### config.mk
export PLATFORM = sky130hd
export DESIGN_NAME = v_hier_qchg
export DESIGN_NICKNAME = d
export VERILOG_FILES = /design/src/rtl/v_hier_qchg.sv
export SDC_FILE = /design/constraint.sdc
export NUM_CORES = 1
export LEC_CHECK = 0
export CORE_MARGIN = 3
export CORE_UTILIZATION = 25
export DETAILED_ROUTE_END_ITERATION = 8
export HOLD_SLACK_MARGIN = 0.06
export PLACE_DENSITY = 0.48
export SKIP_CTS_REPAIR_TIMING = 1
export SYNTH_ARGS = -nofsm -noshare
export SYNTH_HDL_FRONTEND = slang
export SYNTH_SLANG_ARGS = --single-unit
### constraint.sdc
create_clock -name clk -period 2.1 [get_ports clk]
set_clock_uncertainty 0.05 [all_clocks]
set_input_delay 0.315 -clock clk [delete_from_list [all_inputs] [get_ports clk]]
set_output_delay 0.315 -clock clk [all_outputs]
set_load 0.05 [all_outputs]
### src/rtl/v_hier_qchg.sv
// v_hier_qchg: change-capture stage behind v_hier_sub.
// Timestamps qvec changes into a FWFT FIFO drained by valid/ready.
//
// Ports:
//   clk        rising-edge clock
//   reset      synchronous, active-high reset
//   qvec       watched vector (WIDTH bits)
//   out_valid  head record available
//   out_ready  consumer accepts head record
//   out_value  qvec value after the change
//   out_mask   bits that changed (old ^ new)
//   out_time   timer value at the capture edge
//   level      FIFO occupancy (0..DEPTH)
//   overflow   sticky: a record was dropped
//
// Optional build macro: V_HIER_QCHG_COALESCE_EN
//   When defined, a change arriving while the FIFO is full
//   (and nothing pops) merges into the tail record instead
//   of being dropped; overflow then never sets.

module v_hier_qchg #(
   parameter int WIDTH = 4,
   parameter int DEPTH = 4,
   parameter int TSW   = 16
) (
   input  logic                     clk,
   input  logic                     reset,
   input  logic [WIDTH-1:0]         qvec,
   output logic                     out_valid,
   input  logic                     out_ready,
   output logic [WIDTH-1:0]         out_value,
   output logic [WIDTH-1:0]         out_mask,
   output logic [TSW-1:0]           out_time,
   output logic [$clog2(DEPTH):0]   level,
   output logic                     overflow
);

   localparam int AW = $clog2(DEPTH);

   localparam logic [AW:0]    LONE  = (AW+1)'(1);
   localparam logic [AW:0]    LFULL = (AW+1)'(DEPTH);
   localparam logic [AW-1:0]  PONE  = AW'(1);
   localparam logic [TSW-1:0] TONE  = TSW'(1);

   logic [TSW-1:0]   timer;
   logic [WIDTH-1:0] qvec_q;
   logic             primed;

   logic [WIDTH-1:0] mem_val [DEPTH];
   logic [WIDTH-1:0] mem_msk [DEPTH];
   logic [TSW-1:0]   mem_tim [DEPTH];

   logic [AW-1:0]    rd_ptr;
   logic [AW-1:0]    wr_ptr;
   logic [AW-1:0]    tl_ptr;

   logic [WIDTH-1:0] dmask;
   logic             chg;
   logic             full;
   logic             pop;
   logic             push;
   logic             blocked;

   // ------------------------------------------------------------
   // Change detect and FIFO control
   // ------------------------------------------------------------
   assign dmask   = qvec ^ qvec_q;
   assign chg     = primed && (qvec != qvec_q);
   assign full    = (level == LFULL);
   assign pop     = out_valid && out_ready;
   // A pop on the same edge frees the slot, so a full FIFO
   // still accepts the new record.
   assign push    = chg && (!full || pop);
   assign blocked = chg && full && !pop;
   assign tl_ptr  = wr_ptr - PONE;

   // ------------------------------------------------------------
   // Timer, sampler and priming
   // ------------------------------------------------------------
   always_ff @(posedge clk) begin
      if (reset) begin
         timer  <= '0;
         qvec_q <= '0;
         primed <= 1'b0;
      end else begin
         timer  <= timer + TONE;
         qvec_q <= qvec;
         primed <= 1'b1;
      end
   end

   // ------------------------------------------------------------
   // Pointers, occupancy and overflow
   // ------------------------------------------------------------
   always_ff @(posedge clk) begin
      if (reset) begin
         rd_ptr   <= '0;
         wr_ptr   <= '0;
         level    <= '0;
         overflow <= 1'b0;
      end else begin
         if (push)
            wr_ptr <= wr_ptr + PONE;
         if (pop)
            rd_ptr <= rd_ptr + PONE;
         unique case (1'b1)
            push && !pop: level <= level + LONE;
            pop && !push: level <= level - LONE;
            default: ;
         endcase
`ifndef V_HIER_QCHG_COALESCE_EN
         if (blocked)
            overflow <= 1'b1;
`endif
      end
   end

   // ------------------------------------------------------------
   // Record storage; contents are don't-care outside
   // [rd_ptr, wr_ptr), so no reset is needed here.
   // ------------------------------------------------------------
   always_ff @(posedge clk) begin
      if (!reset) begin
         if (push) begin
            mem_val[wr_ptr] <= qvec;
            mem_msk[wr_ptr] <= dmask;
            mem_tim[wr_ptr] <= timer;
         end
`ifdef V_HIER_QCHG_COALESCE_EN
         else if (blocked) begin
            // Fold into the newest record; its time is kept.
            mem_val[tl_ptr] <= qvec;
            mem_msk[tl_ptr] <= mem_msk[tl_ptr] | dmask;
         end
`endif
      end
   end

`ifndef V_HIER_QCHG_COALESCE_EN
   logic unused_tl;
   assign unused_tl = ^tl_ptr;
`endif

   // ------------------------------------------------------------
   // First-word-fall-through outputs, zeroed while empty
   // ------------------------------------------------------------
   assign out_valid = (level != '0);
   assign out_value = out_valid ? mem_val[rd_ptr] : '0;
   assign out_mask  = out_valid ? mem_msk[rd_ptr] : '0;
   assign out_time  = out_valid ? mem_tim[rd_ptr] : '0;

endmodule
=== After elaboration in Yosys (flattened, before gate mapping) ===
Memories as Yosys holds them, arrays and structs flattened. A register that Yosys moved wholly into a read port is not among the register bits.
Cells that the tools add are included.

* Mux-type cells: 14
* $add $sub $neg: 5
* Equality and inequality tests: 2
* Reductions and logical operators: 13
* Bitwise logic cells: 1

{| class="wikitable"
|+ Operator list
! operator !! count
|-
| 16-bit by 1-bit adder with 16-bit output (second input constant) || 1
|-
| 16-bit two-way mux || 1
|-
| 2-bit two-way mux || 6
|-
| 4-bit two-way mux || 2
|-
| 1-bit logical AND || 7
|-
| 3-bit one-hot mux with 2 select lines || 1
|-
| 2-bit by 1-bit adder with 2-bit output (second input constant) || 2
|-
| 1-bit two-way mux || 4
|-
| 4-bit inequality test || 1
|-
| 4-bit bitwise XOR || 1
|-
| 3-bit by 1-bit adder with 3-bit output (second input constant) || 1
|-
| 3-bit == test (second input constant) || 1
|-
| 1-bit zero test || 3
|-
| 3-bit nonzero test || 1
|-
| 3-bit by 1-bit subtractor with 3-bit output (second input constant) || 1
|-
| 2-bit nonzero test || 1
|-
| 1-bit logical OR || 1
|}

* Register bits: 29
* Logic and storage cells: 45
* Memories: 3
* RAM bits: 96

{| class="wikitable"
|+ Memory list
! name !! depth !! bits a word !! read ports !! clocked after Yosys merged registers in !! write ports !! RTL line !! RTL
|-
| mem_tim || 4 || 16 || 1 || 1 || 1 || 51 || <nowiki>logic [TSW-1:0] mem_tim [DEPTH];</nowiki>
|-
| mem_msk || 4 || 4 || 1 || 1 || 1 || 50 || <nowiki>logic [WIDTH-1:0] mem_msk [DEPTH];</nowiki>
|-
| mem_val || 4 || 4 || 1 || 1 || 1 || 49 || <nowiki>logic [WIDTH-1:0] mem_val [DEPTH];</nowiki>
|}

=== Logic depth before layout (Yosys ltp) ===
* Depth in word-level cells: 7
* Mapped depth: 9
* Depth with buffers taken out: 8

=== Least setup slack after synthesis ===
No wires, ideal clock.

* Path type: register -> output
* From: register level[2]
* To: output port out_time[10]
* Cell stages (with the launch flop): 5
* Path buffers: 2
* Setup slack: -0.388 ns
* Arrival: 2.123 ns
* Path through: dfxtp_1 -> or3_1 -> buf_2 -> clkbuf_1 -> and2_1

* Word-level cells in the longest chain between the ends: 2

{| class="wikitable"
|+ RTL lines
! element !! RTL line !! RTL
|-
| start, declared || 34 || <nowiki>output logic [$clog2(DEPTH):0] level,</nowiki>
|-
| start signal, assigned || 107 || <nowiki>push && !pop: level <= level + LONE;</nowiki>
|-
| start signal, assigned || 108 || <nowiki>pop && !push: level <= level - LONE;</nowiki>
|-
| 3-bit nonzero test || 147 || <nowiki>assign out_valid = (level != '0);</nowiki>
|-
| via out_valid || 29 || <nowiki>output logic out_valid,</nowiki>
|-
| 16-bit two-way mux || 150 || <nowiki>assign out_time = out_valid ? mem_tim[rd_ptr] : '0;</nowiki>
|-
| end, declared || 33 || <nowiki>output logic [TSW-1:0] out_time,</nowiki>
|}

The timed path passes the listed nets, and every way through them passes these cells.

==> flow_summary.json <==
{
  "r2r-start": "qvec_q[3]",
  "slowest_stage": "mux4_2",
  "hpwl_um": 6680,
  "synthTopCellsByArea": "edfxtp_1 58%, dfxtp_1 12%, mux4_2 11%",
  "fin_setup_tns_ns": -2.375,
  "n_antenna_cell": 0,
  "drv_cap": 0,
  "cp-start-kind": "register",
  "synth_area_per_cell_um2": 16.16,
  "antenna_found_initial": 0,
  "grt_pass1_wl_um": 16190,
  "final_common_cell": "edfxtp_1",
  "min_to": "mem_val[1][2]",
  "finalWeightedCongestion": 0.7210,
  "dr.first_iter.drc_count": 183,
  "required_ns": 1.74,
  "synthCells": 309,
  "final_hold_viol_count": 0,
  "worst_slew_pin_slew_ns": 0.5032,
  "max_freq_mhz": 445.0,
  "overflow": 0,
  "r2r_cells": 6,
  "placementRows": 51,
  "cellLeakagePower_nw": 2.317,
  "yosysTopAreaCell": "edfxtp_1",
  "violations": "negative setup slack",
  "area.growth.synth_to_final_pct": 33.64,
  "slew_violations": 0,
  "grt_usage_pct": 10.03,
  "setup_ws_ns": -0.1474,
  "clockBufferDepth": 2,
  "crit_chain": "clkbuf_16 -> mux4_2 -> and2_4 -> buf_6",
  "ys_warn_count": 0,
  "layout_common_cells": "96 x edfxtp_1, 30 x buf_4, 27 x dfxtp_1, 24 x mux4_2, 23 x nor2_1",
  "grt_pass1_vias": 2904,
  "detail-route-antenna-nets": 0,
  "r2r-end": "level[1]",
  "clk_pin_slew_ns": 0.05,
  "yosysUniqueCellTypes": 32,
  "placed_cell_area_um2": 5917,
  "viasPerCell": 4.204,
  "peakVddDrop_v": 0.0006791,
  "drive_gt1_share_pct": 35.35,
  "synth_nets": 322,
  "port_buffers": 35,
  "dr.pass1.iters": 5,
  "hp-class": "primary input to register",
  "die_w_um": 147.3,
  "r2r_setup_slack_ns": 0.12,
  "synth_top_area_share_pct": 57.72,
  "h-tree-depth": 4,
  "worstPathArrival_ns": 1.88,
  "seq_area_frac_synth_pct": 70.14,
  "rsz0062_at_grt": "true",
  "die_h_um": 147.3,
  "period_needed_ns": 2.247,
  "status": "finished, violations left",
  "num_vias": 2779,
  "boundaryPins": 36,
  "path_class": "register to output port",
  "fin_crit_sh_pct": 107.0,
  "clkSinkCount": 127,
  "wl_per_cell_um": 15.76,
  "critical_path.max_fanout": 6,
  "hp-start": "qvec[2]",
  "worstHoldPathCells": 1,
  "cellPowerDensity_nw_per_um2": 1363,
  "core_um2": 19530,
  "syn_area_um2": 4995,
  "nets": 396,
  "die-area_um2": 21710,
  "numCtsBuffers": 17,
  "critPathMaxStageDelay_ns": 0.53,
  "drc": 0,
  "grt_max_degree": 35,
  "wl_um": 10420,
  "end_kind": "output port",
  "final-setup-viol-count": 24,
  "synth.ff_latch_count": 127,
  "tritoncts": "built",
  "critPathTopFamily": "multiplexers",
  "initial_core_util_pct": 25.58,
  "maxSlewHeadroom_pct": 66.35,
  "clock-root-buffer": "clkbuf_16",
  "critPathBufInv": 2,
  "insertion_delay_ns": 0.41,
  "design_area_um2": 6675
}
power by group:
part	internal [W]	switching (W)
logic	0.00155	0.00197
registers	0.00284	0.000110
clock network	0.00165	0.000981
state kept, by name (all words and copies together), names as in the netlist, named ones only:
register	cells
qvec_q	4
rd_ptr	2
primed	1
overflow	1
timer	16
mem_tim	64
wr_ptr	2
mem_val	16
level	3
mem_msk	16
logic make-up (layout without fill, tap and decap cells):
family	Yosys count	after routing	synth area share, %
AO/OA/AOI/OAI	21	21	2.380
adder cells (fa/ha/maj)	6	6	1.653
multiplexers	27	27	11.47
buffers and inverters	20	107	1.603
XOR/XNOR	15	15	2.630
flip-flops	127	127	70.14
AND/OR/NAND/NOR	93	93	10.12
stage by stage:
step	hold slack, ns	worst slack, ns	total power, W	utilization [%]	std cells
final	0.2289	-0.1474	0.009096	34.19	661
after global routing	0.2346	-0.2084	0.009528	34.19	661
after CTS	0.4563	-0.2542	0.008702	33.02	658
after detailed placement	0.4426	-0.4436	0.006036	30.30	626
after global placement	0.4376	-0.4195	0.006029	30.30	626
after floorplan	0.3639	0.06779	0.005014	-	309
worst register-to-register path: stages, from the launching register on:
cell and delay (ns):
dfxtp_1 0.32, xor2_2 0.20, o41ai_2 0.39, nand2_1 0.11, fa_1 0.50, nor2_1 0.04
mux2_2 0.26
cells in the mapped netlist, drive strengths merged:
master,count
edfxtp,96
mux2,2
and4,1
or3,7
fa,1
mux2i,1
a31oi,1
nand3,7
buf,6
nor2b,5
nand2b,2
o211ai,1
xnor2,5
nor2,23
nor3,3
a21oi,8
mux4,24
xor2,10
nand4,5
nor4b,1
dfxtp,31
nand2,5
ha,5
and2,30
clkbuf,8
nand3b,1
o21ai,9
and3,3
o41ai,1
inv,6
o41a,1
worst max path at each step:
stage | slack [ns] | endpoint | startpoint | depth (start not counted)
floorplan | 0.07 | level[1] | qvec[0] | 6
global placement | -0.42 | mem_tim[2][7] | qvec[3] | 8
detailed placement | -0.44 | mem_tim[0][14] | qvec[2] | 8
CTS | -0.25 | out_time[9] | register | 4
global route | -0.21 | out_value[0] | register | 4
finish | -0.15 | out_value[0] | register | 4
layer usage:
layer	vias up	share of wire (%)	track usage, %
met5	-	0	0
met3	13	4.2	3.424
met4	0	1.1	4.194
met1	1407	45	12.41
met2	46	50	16.11
li1	1313	-	-
final cells by class:
cell class / instances / area, µm²
Fill cell: 1924 / 12850
Sequential cell: 127 / 3511
Multi-Input combinational cell: 162 / 1491
Timing Repair Buffer: 69 / 788.3
Clock buffer: 25 / 465.4
Tap cell: 265 / 331.6
Clock inverter: 7 / 65.06
Inverter: 6 / 22.52
Power figures use the tool's default switching activity.
